### src/rtl/fft_inpl_pkg.sv
// Shared definitions for the in-place FFT output consumer: state encoding,
// pipeline depth and constant log2 helpers used for port sizing.
package fft_inpl_pkg;

    localparam int MAG_PIPE = 3;

    typedef enum logic [1:0] {
        ST_IDLE   = 2'd0,
        ST_READ   = 2'd1,
        ST_DRAIN  = 2'd2,
        ST_REPORT = 2'd3
    } state_t;

    function automatic int ceil_log2(input int n);
        int r;
        r = 0;
        while (((1 << r) < n) && (r < 31)) r++;
        return r;
    endfunction

    function automatic int floor_log2(input int n);
        int r;
        r = 0;
        while (((2 << r) <= n) && (r < 30)) r++;
        return r;
    endfunction

endpackage

### src/rtl/fft_inpl_peak_search_if.sv
// Bundle between the FFT output port / result consumer and the peak search block.
interface fft_inpl_peak_search_if #(
    parameter int WIDTH  = 18,
    parameter int EXPW   = 4,
    parameter int LOGPTS = 8
);
    import fft_inpl_pkg::*;

    // Handshake: READ_OUTP is a level request held for the whole frame read;
    // one bin transfers on every cycle DATAO_VALID is high while READ_OUTP is
    // high (no back-pressure), and PEAK_VALID is a single-cycle strobe that
    // qualifies PEAK_BIN/PEAK_MAG/SUM_MAG/PEAK_EXP, which then hold their value.
    logic                      ENABLE;
    logic                      OUTP_READY;
    logic                      READ_OUTP;
    logic                      DATAO_VALID;
    logic signed [WIDTH-1:0]   DATAO_RE;
    logic signed [WIDTH-1:0]   DATAO_IM;
    logic [EXPW-1:0]           SCALE_EXP;
    logic                      PEAK_VALID;
    logic [LOGPTS-1:0]         PEAK_BIN;
    logic [2*WIDTH-1:0]        PEAK_MAG;
    logic [2*WIDTH+LOGPTS-1:0] SUM_MAG;
    logic [EXPW-1:0]           PEAK_EXP;
    logic                      ERR;
    state_t                    dbg_state;

    modport master (
        output ENABLE, OUTP_READY, DATAO_VALID, DATAO_RE, DATAO_IM, SCALE_EXP,
        input  READ_OUTP, PEAK_VALID, PEAK_BIN, PEAK_MAG, SUM_MAG, PEAK_EXP, ERR,
        input  dbg_state
    );

    modport slave (
        input  ENABLE, OUTP_READY, DATAO_VALID, DATAO_RE, DATAO_IM, SCALE_EXP,
        output READ_OUTP, PEAK_VALID, PEAK_BIN, PEAK_MAG, SUM_MAG, PEAK_EXP, ERR,
        output dbg_state
    );

endinterface

### src/rtl/fft_inpl_mag2.sv
// Three-stage |X|^2 pipeline: input register, squares, sum. Valid and bin
// index travel alongside the data so the compare stage needs no extra timing.
module fft_inpl_mag2 #(
    parameter int WIDTH = 18,
    parameter int BINW  = 8
) (
    input  logic                    clk,
    input  logic                    rst_n,
    input  logic                    beat_valid,
    input  logic signed [WIDTH-1:0] re,
    input  logic signed [WIDTH-1:0] im,
    input  logic [BINW-1:0]         bin,
    output logic                    mag_valid,
    output logic [2*WIDTH-1:0]      mag,
    output logic [BINW-1:0]         mag_bin
);

    logic                    s1_valid;
    logic signed [WIDTH-1:0] s1_re;
    logic signed [WIDTH-1:0] s1_im;
    logic [BINW-1:0]         s1_bin;

    logic                    s2_valid;
    logic [2*WIDTH-2:0]      s2_re2;
    logic [2*WIDTH-2:0]      s2_im2;
    logic [BINW-1:0]         s2_bin;

    logic signed [2*WIDTH-1:0] re_sq;
    logic signed [2*WIDTH-1:0] im_sq;
    logic                      unused_sign;

    // A square is never negative and peaks at 2^(2W-2), so the sign bit is dropped.
    always_comb begin
        re_sq = s1_re * s1_re;
        im_sq = s1_im * s1_im;
    end

    assign unused_sign = re_sq[2*WIDTH-1] ^ im_sq[2*WIDTH-1];

    always_ff @(posedge clk or negedge rst_n) begin
        if (!rst_n) begin
            s1_valid  <= 1'b0;
            s1_re     <= '0;
            s1_im     <= '0;
            s1_bin    <= '0;
            s2_valid  <= 1'b0;
            s2_re2    <= '0;
            s2_im2    <= '0;
            s2_bin    <= '0;
            mag_valid <= 1'b0;
            mag       <= '0;
            mag_bin   <= '0;
        end else begin
            s1_valid  <= beat_valid;
            s1_re     <= re;
            s1_im     <= im;
            s1_bin    <= bin;
            s2_valid  <= s1_valid;
            s2_re2    <= re_sq[2*WIDTH-2:0];
            s2_im2    <= im_sq[2*WIDTH-2:0];
            s2_bin    <= s1_bin;
            mag_valid <= s2_valid;
            mag       <= {1'b0, s2_re2} + {1'b0, s2_im2};
            mag_bin   <= s2_bin;
        end
    end

endmodule

### src/rtl/fft_inpl_peak_search.sv
// Reads one in-place FFT frame per request, tracks the strongest bin and the
// total power, and publishes one result (with the frame's block exponent) per frame.
module fft_inpl_peak_search
    import fft_inpl_pkg::*;
#(
    parameter int POINTS  = 256,
    parameter int WIDTH   = 18,
    parameter int EXPW    = 4,
    parameter int SKIP_DC = 1,
    parameter int TIMEOUT = 1023
) (
    input logic                   CLK,
    input logic                   NGRST,
    fft_inpl_peak_search_if.slave bus
);

    localparam int LOGPTS = ceil_log2(POINTS);
    localparam int MAGW   = 2 * WIDTH;
    localparam int SUMW   = MAGW + LOGPTS;
    localparam int IDLEW  = ceil_log2(TIMEOUT + 1);
    localparam logic [LOGPTS-1:0] FIRST_BIN = LOGPTS'(SKIP_DC != 0);

    state_t state_q;
    state_t state_d;

    logic [LOGPTS-1:0] bin_cnt;
    logic [IDLEW-1:0]  idle_cnt;
    logic [1:0]        drain_cnt;

    logic start;
    logic beat;
    logic last_beat;
    logic timeout;
    logic drain_done;
    logic report;
    logic in_frame;

    logic              mag_valid;
    logic [MAGW-1:0]   mag;
    logic [LOGPTS-1:0] mag_bin;
    logic              dc_skip;

    logic [MAGW-1:0]   peak_mag;
    logic [LOGPTS-1:0] peak_bin;
    logic [SUMW-1:0]   sum_mag;
    logic [EXPW-1:0]   frame_exp;

    logic              read_outp;
    logic              peak_valid;
    logic [LOGPTS-1:0] out_bin;
    logic [MAGW-1:0]   out_mag;
    logic [SUMW-1:0]   out_sum;
    logic [EXPW-1:0]   out_exp;
    logic              err;

    always_ff @(posedge CLK or negedge NGRST) begin
        if (!NGRST) state_q <= ST_IDLE;
        else        state_q <= state_d;
    end

    always_comb begin
        state_d = state_q;
        case (state_q)
            ST_IDLE:   if (start) state_d = ST_READ;
            ST_READ: begin
                if (last_beat)    state_d = ST_DRAIN;
                else if (timeout) state_d = ST_IDLE;
            end
            ST_DRAIN:  if (drain_done) state_d = ST_REPORT;
            ST_REPORT: state_d = ST_IDLE;
            default:   state_d = ST_IDLE;
        endcase
    end

    always_comb begin
        start      = (state_q == ST_IDLE) && bus.ENABLE && bus.OUTP_READY;
        beat       = (state_q == ST_READ) && bus.DATAO_VALID;
        last_beat  = beat && (bin_cnt == LOGPTS'(POINTS - 1));
        timeout    = (state_q == ST_READ) && !bus.DATAO_VALID &&
                     (idle_cnt == IDLEW'(TIMEOUT - 1));
        drain_done = (state_q == ST_DRAIN) && (drain_cnt == 2'(MAG_PIPE - 1));
        report     = (state_q == ST_REPORT);
        in_frame   = (state_q == ST_READ) || (state_q == ST_DRAIN);
    end

    fft_inpl_mag2 #(
        .WIDTH (WIDTH),
        .BINW  (LOGPTS)
    ) u_mag2 (
        .clk        (CLK),
        .rst_n      (NGRST),
        .beat_valid (beat),
        .re         (bus.DATAO_RE),
        .im         (bus.DATAO_IM),
        .bin        (bin_cnt),
        .mag_valid  (mag_valid),
        .mag        (mag),
        .mag_bin    (mag_bin)
    );

    assign dc_skip = (SKIP_DC != 0) && (mag_bin == '0);

    always_ff @(posedge CLK or negedge NGRST) begin
        if (!NGRST) begin
            bin_cnt   <= '0;
            idle_cnt  <= '0;
            drain_cnt <= '0;
            read_outp <= 1'b0;
            frame_exp <= '0;
        end else begin
            if (start) begin
                bin_cnt   <= '0;
                idle_cnt  <= '0;
                read_outp <= 1'b1;
                frame_exp <= bus.SCALE_EXP;
            end else if (state_q == ST_READ) begin
                if (beat) begin
                    bin_cnt  <= bin_cnt + LOGPTS'(1);
                    idle_cnt <= '0;
                end else begin
                    idle_cnt <= idle_cnt + IDLEW'(1);
                end
                if (last_beat || timeout) read_outp <= 1'b0;
            end
            if (last_beat)                 drain_cnt <= '0;
            else if (state_q == ST_DRAIN)  drain_cnt <= drain_cnt + 2'd1;
        end
    end

    // Peak starts at zero on the first searchable bin, so an all-zero frame
    // reports that bin; strict '>' keeps the lowest index on ties.
    always_ff @(posedge CLK or negedge NGRST) begin
        if (!NGRST) begin
            peak_mag <= '0;
            peak_bin <= '0;
            sum_mag  <= '0;
        end else if (start) begin
            peak_mag <= '0;
            peak_bin <= FIRST_BIN;
            sum_mag  <= '0;
        end else if (mag_valid && in_frame) begin
            sum_mag <= sum_mag + SUMW'(mag);
            if (!dc_skip && (mag > peak_mag)) begin
                peak_mag <= mag;
                peak_bin <= mag_bin;
            end
        end
    end

    always_ff @(posedge CLK or negedge NGRST) begin
        if (!NGRST) begin
            peak_valid <= 1'b0;
            out_bin    <= '0;
            out_mag    <= '0;
            out_sum    <= '0;
            out_exp    <= '0;
            err        <= 1'b0;
        end else begin
            peak_valid <= report;
            if (report) begin
                out_bin <= peak_bin;
                out_mag <= peak_mag;
                out_sum <= sum_mag;
                out_exp <= frame_exp;
            end
            if (timeout) err <= 1'b1;
        end
    end

    assign bus.READ_OUTP  = read_outp;
    assign bus.PEAK_VALID = peak_valid;
    assign bus.PEAK_BIN   = out_bin;
    assign bus.PEAK_MAG   = out_mag;
    assign bus.SUM_MAG    = out_sum;
    assign bus.PEAK_EXP   = out_exp;
    assign bus.ERR        = err;
    assign bus.dbg_state  = state_q;

endmodule

### src/flat_wrapper.sv
// flat-port wrapper written by rule: the top's interface ports become plain ports
module fft_inpl_peak_search_flat import fft_inpl_pkg::*;
#(
    parameter int POINTS  = 256,
    parameter int WIDTH   = 18,
    parameter int EXPW    = 4,
    parameter int SKIP_DC = 1,
    parameter int TIMEOUT = 1023
)
  (CLK, NGRST, bus_ENABLE, bus_OUTP_READY, bus_DATAO_VALID, bus_DATAO_RE, bus_DATAO_IM, bus_SCALE_EXP, bus_READ_OUTP, bus_PEAK_VALID, bus_PEAK_BIN, bus_PEAK_MAG, bus_SUM_MAG, bus_PEAK_EXP, bus_ERR, bus_dbg_state);
  fft_inpl_peak_search_if #(.WIDTH(WIDTH), .EXPW(EXPW), .LOGPTS((8))) bus_i ();
  input logic CLK;
  input logic NGRST;
  input wire logic [$bits(bus_i.ENABLE)-1:0] bus_ENABLE;
  input wire logic [$bits(bus_i.OUTP_READY)-1:0] bus_OUTP_READY;
  input wire logic [$bits(bus_i.DATAO_VALID)-1:0] bus_DATAO_VALID;
  input wire logic [$bits(bus_i.DATAO_RE)-1:0] bus_DATAO_RE;
  input wire logic [$bits(bus_i.DATAO_IM)-1:0] bus_DATAO_IM;
  input wire logic [$bits(bus_i.SCALE_EXP)-1:0] bus_SCALE_EXP;
  output wire logic [$bits(bus_i.READ_OUTP)-1:0] bus_READ_OUTP;
  output wire logic [$bits(bus_i.PEAK_VALID)-1:0] bus_PEAK_VALID;
  output wire logic [$bits(bus_i.PEAK_BIN)-1:0] bus_PEAK_BIN;
  output wire logic [$bits(bus_i.PEAK_MAG)-1:0] bus_PEAK_MAG;
  output wire logic [$bits(bus_i.SUM_MAG)-1:0] bus_SUM_MAG;
  output wire logic [$bits(bus_i.PEAK_EXP)-1:0] bus_PEAK_EXP;
  output wire logic [$bits(bus_i.ERR)-1:0] bus_ERR;
  output wire logic [$bits(bus_i.dbg_state)-1:0] bus_dbg_state;
  assign bus_i.ENABLE = bus_ENABLE;
  assign bus_i.OUTP_READY = bus_OUTP_READY;
  assign bus_i.DATAO_VALID = bus_DATAO_VALID;
  assign bus_i.DATAO_RE = bus_DATAO_RE;
  assign bus_i.DATAO_IM = bus_DATAO_IM;
  assign bus_i.SCALE_EXP = bus_SCALE_EXP;
  assign bus_READ_OUTP = bus_i.READ_OUTP;
  assign bus_PEAK_VALID = bus_i.PEAK_VALID;
  assign bus_PEAK_BIN = bus_i.PEAK_BIN;
  assign bus_PEAK_MAG = bus_i.PEAK_MAG;
  assign bus_SUM_MAG = bus_i.SUM_MAG;
  assign bus_PEAK_EXP = bus_i.PEAK_EXP;
  assign bus_ERR = bus_i.ERR;
  assign bus_dbg_state = bus_i.dbg_state;
  fft_inpl_peak_search #(.POINTS(POINTS), .WIDTH(WIDTH), .EXPW(EXPW), .SKIP_DC(SKIP_DC), .TIMEOUT(TIMEOUT)) u_core (.CLK(CLK), .NGRST(NGRST), .bus(bus_i));
endmodule
### config.mk
export PLATFORM = sky130hd
export DESIGN_NAME = fft_inpl_peak_search_flat
export DESIGN_NICKNAME = d
export VERILOG_FILES = /design/src/rtl/fft_inpl_pkg.sv /design/src/rtl/fft_inpl_peak_search_if.sv /design/src/rtl/fft_inpl_mag2.sv /design/src/rtl/fft_inpl_peak_search.sv /design/src/flat_wrapper.sv
export SDC_FILE = /design/constraint.sdc
export NUM_CORES = 2
export LEC_CHECK = 0
export BUFFER_PORTS_ARGS = -buffer_cell sky130_fd_sc_hd__buf_2
export CAP_MARGIN = 20
export CORE_ASPECT_RATIO = 1.2
export CORE_UTILIZATION = 55
export DETAILED_ROUTE_END_ITERATION = 10
export PLACE_DENSITY_LB_ADDON = 0.08
export SLEW_MARGIN = 20
export SYNTH_ARGS = -nofsm -noshare
export SYNTH_HDL_FRONTEND = slang
export SYNTH_HIERARCHICAL = 1
export SYNTH_SLANG_ARGS = --single-unit
### constraint.sdc
create_clock -name CLK -period 5.99 [get_ports CLK]
set_input_delay 1.198 -clock CLK [delete_from_list [all_inputs] [get_ports CLK]]
set_output_delay 1.198 -clock CLK [all_outputs]
set_load 0.1 [all_outputs]
# Word level (Yosys, flattened, before mapping)
# Index checks and enable logic that the tools add are counted.
word_totals:
  reg_bits: 378
  latch_bits: 0
  ramBits: 0
  mem_bits_ro: 0
  in_bits: 45
  out_inout_bits: 97
  wordCells: 92
  n_memories: 0
classes:
  addsub: 5
  n_mul: 2
  n_div: 0
  n_lt_le_gt_ge: 1
  eq_ne: 9
  shift: 0
  n_mux: 24
  bitwise: 0
  n_reduce_logical: 25
ops:
  columns: ["operator", "count"]
  rows:
  - ["two-way mux 36 bit", 3]
  - ["two-way mux 44 bit", 2]
  - ["multiplier 18 x 18 -> 35 bit", 2]
  - ["two-way mux 8 bit", 6]
  - ["adder 44 x 36 -> 44 bit", 1]
  - ["adder 35 x 35 -> 36 bit", 1]
  - ["> comparator 36 bit", 1]
  - ["two-way mux 10 bit", 3]
  - ["two-way mux 2 bit", 6]
  - ["nonzero test 2 bit", 6]
  - ["adder 10 x 1 -> 10 bit (second input constant)", 1]
  - ["== test 10 bit (second input constant)", 1]
  - ["logical AND 1 bit", 9]
  - ["adder 8 x 1 -> 8 bit (second input constant)", 1]
  - ["== test 8 bit (second input constant)", 1]
  - ["zero test 8 bit", 1]
  - ["one-hot mux 2 bit (4 select lines)", 1]
  - ["== test 2 bit (second input constant)", 3]
  - ["AND reduction 2 bit", 3]
  - ["inequality test 2 x 1 -> 1 bit (second input constant)", 2]
  - ["two-way mux 1 bit", 3]
  - ["inequality test 3 x 1 -> 1 bit (second input constant)", 1]
  - ["AND reduction 3 bit", 1]
  - ["adder 2 x 1 -> 2 bit (second input constant)", 1]
  - ["other kinds (4)", 6]

# Longest topological paths before layout
depth:
  depth_word: 7
  mapped_depth: 27
  ltp_nobuf: 24

# Cells and area by module
# Netlist, hierarchy kept.
modules_own_cells:
  columns: ["mod", "instances", "cells_per_inst", "area_per_inst_um2"]
  rows:
  - ["fft_inpl_mag2", 1, 2722, 26987.1]
  - ["fft_inpl_peak_search", 1, 1086, 11219.5]

# Worst setup path after synthesis
# No wires, ideal clock.
synth_path:
  path_kind: "reg2reg"
  startpoint: "register u_core.u_mag2.s1_re[17]"
  endpoint: "register u_core.u_mag2.s2_re2[33]"
  arrival_time_ns: 6.474
  required_time_ns: 5.910
  setup_slack_ns: -0.564
  stages_incl_launch_ff: 25
  path_buffers: 1
  path_cell_list: "dfrtp_1 -> clkinv_1 -> clkbuf_1 -> nor2_1 -> fa_1 -> inv_1 -> fa_1 -> inv_1 -> ha_1 -> inv_1 -> fa_1 -> inv_1 -> fa_1 -> inv_1 -> fa_1 -> inv_1 -> ha_1 -> nand4_1 -> nor3_1 -> a211oi_1 -> o21ai_0 -> o41a_1 -> a211o_1 -> a21oi_1 -> xnor2_1"
synth_via:
  elab_chain_cells: 1
synth_lines:
  columns: ["item", "line_no", "rtl"]
  rows:
  - ["start, declared", "fft_inpl_mag2.sv:19", "logic signed [WIDTH-1:0] s1_re;"]
  - ["start signal, assigned", "fft_inpl_mag2.sv:55", "s1_re <= re;"]
  - ["multiplier 18 x 18 -> 35 bit", "fft_inpl_mag2.sv:34", "re_sq = s1_re * s1_re;"]
  - ["via u_core.u_mag2.re_sq[33]", "fft_inpl_mag2.sv:28", "logic signed [2*WIDTH-1:0] re_sq;"]
  - ["end signal, assigned", "fft_inpl_mag2.sv:59", "s2_re2 <= re_sq[2*WIDTH-2:0];"]
  - ["end, declared", "fft_inpl_mag2.sv:24", "logic [2*WIDTH-2:0] s2_re2;"]
# The timed path passes the listed nets, and every way through them passes these cells.
# A chain may end at the register's enable or synchronous reset.

# Final worst setup path
layout_path:
  startpoint: "register u_core.u_mag2.s1_re[3]"
  endpoint: "register u_core.u_mag2.s2_re2[34]"
# Same word-level chain as after synthesis.

==> reports/summary.txt <==
====================================================================================================
Result of the run                                                                       finished, violations left
Violated checks                                                                         setup timing
Fmax achieved                                                                              0.163 GHz
Number of design rule violations left after detail routing                                         0
Share of flip-flops with an asynchronous set or reset after synthesis                           1.00
Footprint of the multi-input gates                                                      0.0261 sq mm
Area of the core region                                                                 0.0686 sq mm
Number of hold buffers added after cts                                                             0
I/O pin cnt                                                                                      142
Most used flip-flop cell after synthesis                                                sky130_fd_sc_hd__dfrtp_1
Ranking of synthesized cells by area                                                    sky130_fd_sc_hd__fa_1 30%, sky130_fd_sc_hd__dfrtp_1 25%, sky130_fd_sc_hd__ha_1 10%, sky130_fd_sc_hd__inv_1 8.8%, sky130_fd_sc_hd__nand2_1 3.1%
Cell area after synthesis                                                               0.0382 sq mm
CP peak stage delay                                                                          0.58 ns
Wire per inst                                                                                16.5 um
All-Layer GR Usage                                                                             0.259
Number of hold-slack violations in the final timing report                                         0
Antenna-violating nets left                                                                        0
Drt initial violations                                                                          1060
Final worst clock skew                                                                     0.0286 ns
Cell class contributing the biggest share of worst-path delay                            adder cells
RSZ-0062 raised after global routing                                                             yes
Count of pins over their slew limit                                                                0
Ys Warns                                                                                           6
Vias per std cell                                                                               5.16
Insertion delay to the later sink of the worst-skew pair                                     0.58 ns
Slew at the pin closest to its max-slew limit                                               0.923 ns
Top cells by count, synth                                                               895 x sky130_fd_sc_hd__inv_1, 578 x sky130_fd_sc_hd__fa_1, 376 x sky130_fd_sc_hd__dfrtp_1
Clock-pin slew reported for the worst setup and hold paths after clock tree synthesis        0.06 ns
Slew Limit Headroom                                                                            0.380
Port bufs                                                                                        141
Max_cap viols                                                                                      0
DR vias                                                                                        27197
Crit path buffers/inverters                                                                        8
Worst EP arrival                                                                             6.59 ns
Hold slack                                                                                  0.346 ns
Cell type with the highest aggregate area in the netlist                                sky130_fd_sc_hd__fa_1
Synth Net Count                                                                                 4751
Endpoint type of the worst setup path                                                      flip-flop
Number of detailed-route iterations in the first pass                                              5
Setup TNS Final                                                                            -0.271 ns
FILL cells                                                                                      5520
Placed cell area                                                                        0.0427 sq mm
Setup-violating endpoint count in the final report                                                 4
Starting density of the core                                                                   0.557
CTS tree                                                                                         yes
Number of register bits inferred by synthesis                                                    376
Category of the critical setup timing path                                              flip-flop to flip-flop
Cell count after synthesis                                                                      3808
Hold path cells                                                                                    0
Post-synth top area share                                                                      0.303
CP max FO                                                                                          4
Pin count of the biggest net entering global routing                                             137
RD Place Congestion                                                                            0.902
Count of flip-flops with a built-in enable after synthesis                                         0
Final antenna diode count                                                                          0
Clock root buffer                                                                       sky130_fd_sc_hd__clkbuf_16
Storage cell area                                                                       0.00944 sq mm
Overall die height                                                                            291 um
Number of cells on the critical path                                                              25
Clock sink count                                                                                 376
Row count                                                                                        105
CTS buffer count                                                                                  41
Antenna violations before repair                                                                   5
Post-Route WL                                                                               86800 um
Post-synthesis sequential area ratio                                                           0.246
Worst path setup slack after routing                                                       -0.147 ns
Die width                                                                                     243 um
Half-perimeter wire length after detailed placement                                         71100 um
Final Core Density                                                                             0.666
First-pass GRT wire length                                                                 146000 um
Layout cell share with drive strength beyond 1                                                 0.235
CTS HTree Levels                                                                                   2
Final Critical Period                                                                        6.14 ns
Critical-path top delay cell                                                            sky130_fd_sc_hd__fa_2
Reg2Reg Depth                                                                                     25
Final non-filler cell area                                                              0.0457 sq mm
Cell with the most instances after synthesis                                            sky130_fd_sc_hd__inv_1
Critical Path Source Type                                                                  flip-flop
Die footprint                                                                           0.0705 sq mm
Number of global-route vias before repair                                                      29762
Post-layout nets                                                                                5275
Netlist cell types                                                                                81
Mean instance size in the synthesized netlist                                             10.0 sq um
Sum of overflow across all layers after global routing                                             0
Req. time, crit path                                                                         6.44 ns
CP most frequent cell                                                                   sky130_fd_sc_hd__fa_2
Layout overhead on the synthesized area                                                        19.5%
Class of the most critical hold timing path                                             flip-flop to flip-flop
Clk buf depth                                                                                      3
Fin crit share                                                                                  1.02
====================================================================================================
==> cell usage in the layout, fill, tap and decap left out, types with 68 or more instances in the layout <==
cell,count
sky130_fd_sc_hd__and2_1,79
sky130_fd_sc_hd__buf_4,401
sky130_fd_sc_hd__nand2_1,285
sky130_fd_sc_hd__nor2_1,178
sky130_fd_sc_hd__ha_1,284
sky130_fd_sc_hd__mux2_2,95
sky130_fd_sc_hd__buf_2,141
sky130_fd_sc_hd__dfrtp_1,350
sky130_fd_sc_hd__inv_1,854
sky130_fd_sc_hd__fa_1,543
sky130_fd_sc_hd__a21o_1,68
sky130_fd_sc_hd__a21oi_1,143
sky130_fd_sc_hd__xnor2_1,102
==> sequential cells by signal, indices dropped and copies added (netlist names), 4 cells and up <==
register,flops
u_core/bus.SUM_MAG,44
u_core/sum_mag,44
u_core/bus.PEAK_MAG,36
u_core/peak_mag,36
u_core/u_mag2/mag,36
u_core/u_mag2/s2_im2,34
u_core/u_mag2/s2_re2,34
u_core/u_mag2/s1_im,18
u_core/u_mag2/s1_re,18
u_core/idle_cnt,10
u_core/bin_cnt,8
u_core/bus.PEAK_BIN,8
u_core/peak_bin,8
u_core/u_mag2/mag_bin,8
u_core/u_mag2/s1_bin,8
u_core/u_mag2/s2_bin,8
u_core/bus.PEAK_EXP,4
u_core/frame_exp,4
==> kinds of logic after synthesis <==
kind of cell	Yosys count	share of synthesized area
buffers and inverters	996	0.0985
adder cells (fa/ha/maj)	898	0.408
AND/OR/NAND/NOR	801	0.0973
AO/OA/AOI/OAI	443	0.0751
flip-flops	376	0.246
XOR/XNOR	151	0.0346
multiplexers	143	0.0406
==> worst register-to-register path, delay by kind of cell (launching register included) <==
family          cells  cell delay (ns)
fa+ha+maj           7             3.18
simple gates        4             0.63
flops               1             0.43
buf+inv             8             0.67
compound gates      6             1.14
==> path summary, 6_finish.rpt <==
| kind | startpoint | endpoint | slack (ns) |
|---|---|---|---|
| worst min-delay path | u_core/u_mag2/s1_bin[2] | u_core/u_mag2/s2_bin[2] | 0.35 |
| worst max register to register | u_core/u_mag2/s1_re[3] | u_core/u_mag2/s2_re2[34] | -0.15 |
| worst min register to register | u_core/u_mag2/s1_bin[2] | u_core/u_mag2/s2_bin[2] | 0.35 |
| min in group asynchronous | NGRST | u_core/bus.SUM_MAG[1] | 0.65 |
| worst max-delay path | u_core/u_mag2/s1_re[3] | u_core/u_mag2/s2_re2[34] | -0.15 |
| max in group asynchronous | NGRST | u_core/u_mag2/s1_im[16] | 4.09 |
==> metal layers <==
layer | up-vias | routed length (um) | part of all wire | GRT usage
met2 | 443 | 46700 | 0.54 | 0.485
li1 | 12843 | - | - | -
met3 | 186 | 2540 | 0.029 | 0.0258
met4 | 6 | 3270 | 0.038 | 0.0937
met1 | 13719 | 34300 | 0.39 | 0.307
met5 | - | 45 | 0.00052 | 0
==> area by class of cell <==
| type | count | share of cell area |
|---|---|---|
| multi-input cells | 2436 | 0.570 |
| flip-flops and latches | 376 | 0.207 |
| repair buffers | 581 | 0.0929 |
| inverters | 896 | 0.0739 |
| well taps | 909 | 0.0249 |
| clock buffers | 50 | 0.0247 |
| clock inverters | 19 | 0.00641 |
==> through the flow <==
step | worst slack, ns | cells
floorplan | -0.0494 | 3808
global placement | -0.176 | 5132
detailed placement | -0.233 | 5132
CTS | -0.0348 | 5228
global route | -0.387 | 5267
finish | -0.147 | 5267
==> timing repair <==
action / CTS / global route
cloned: 0 / 0
buffers inserted: 27 / 41
pin swaps: 129 / 118
endpoints found under the setup margin: 12 / 18
gates resized for setup: 160 / 125
Power is not shown: default switching activity piles up to over one toggle a cycle in this logic, so the estimate is an artifact.
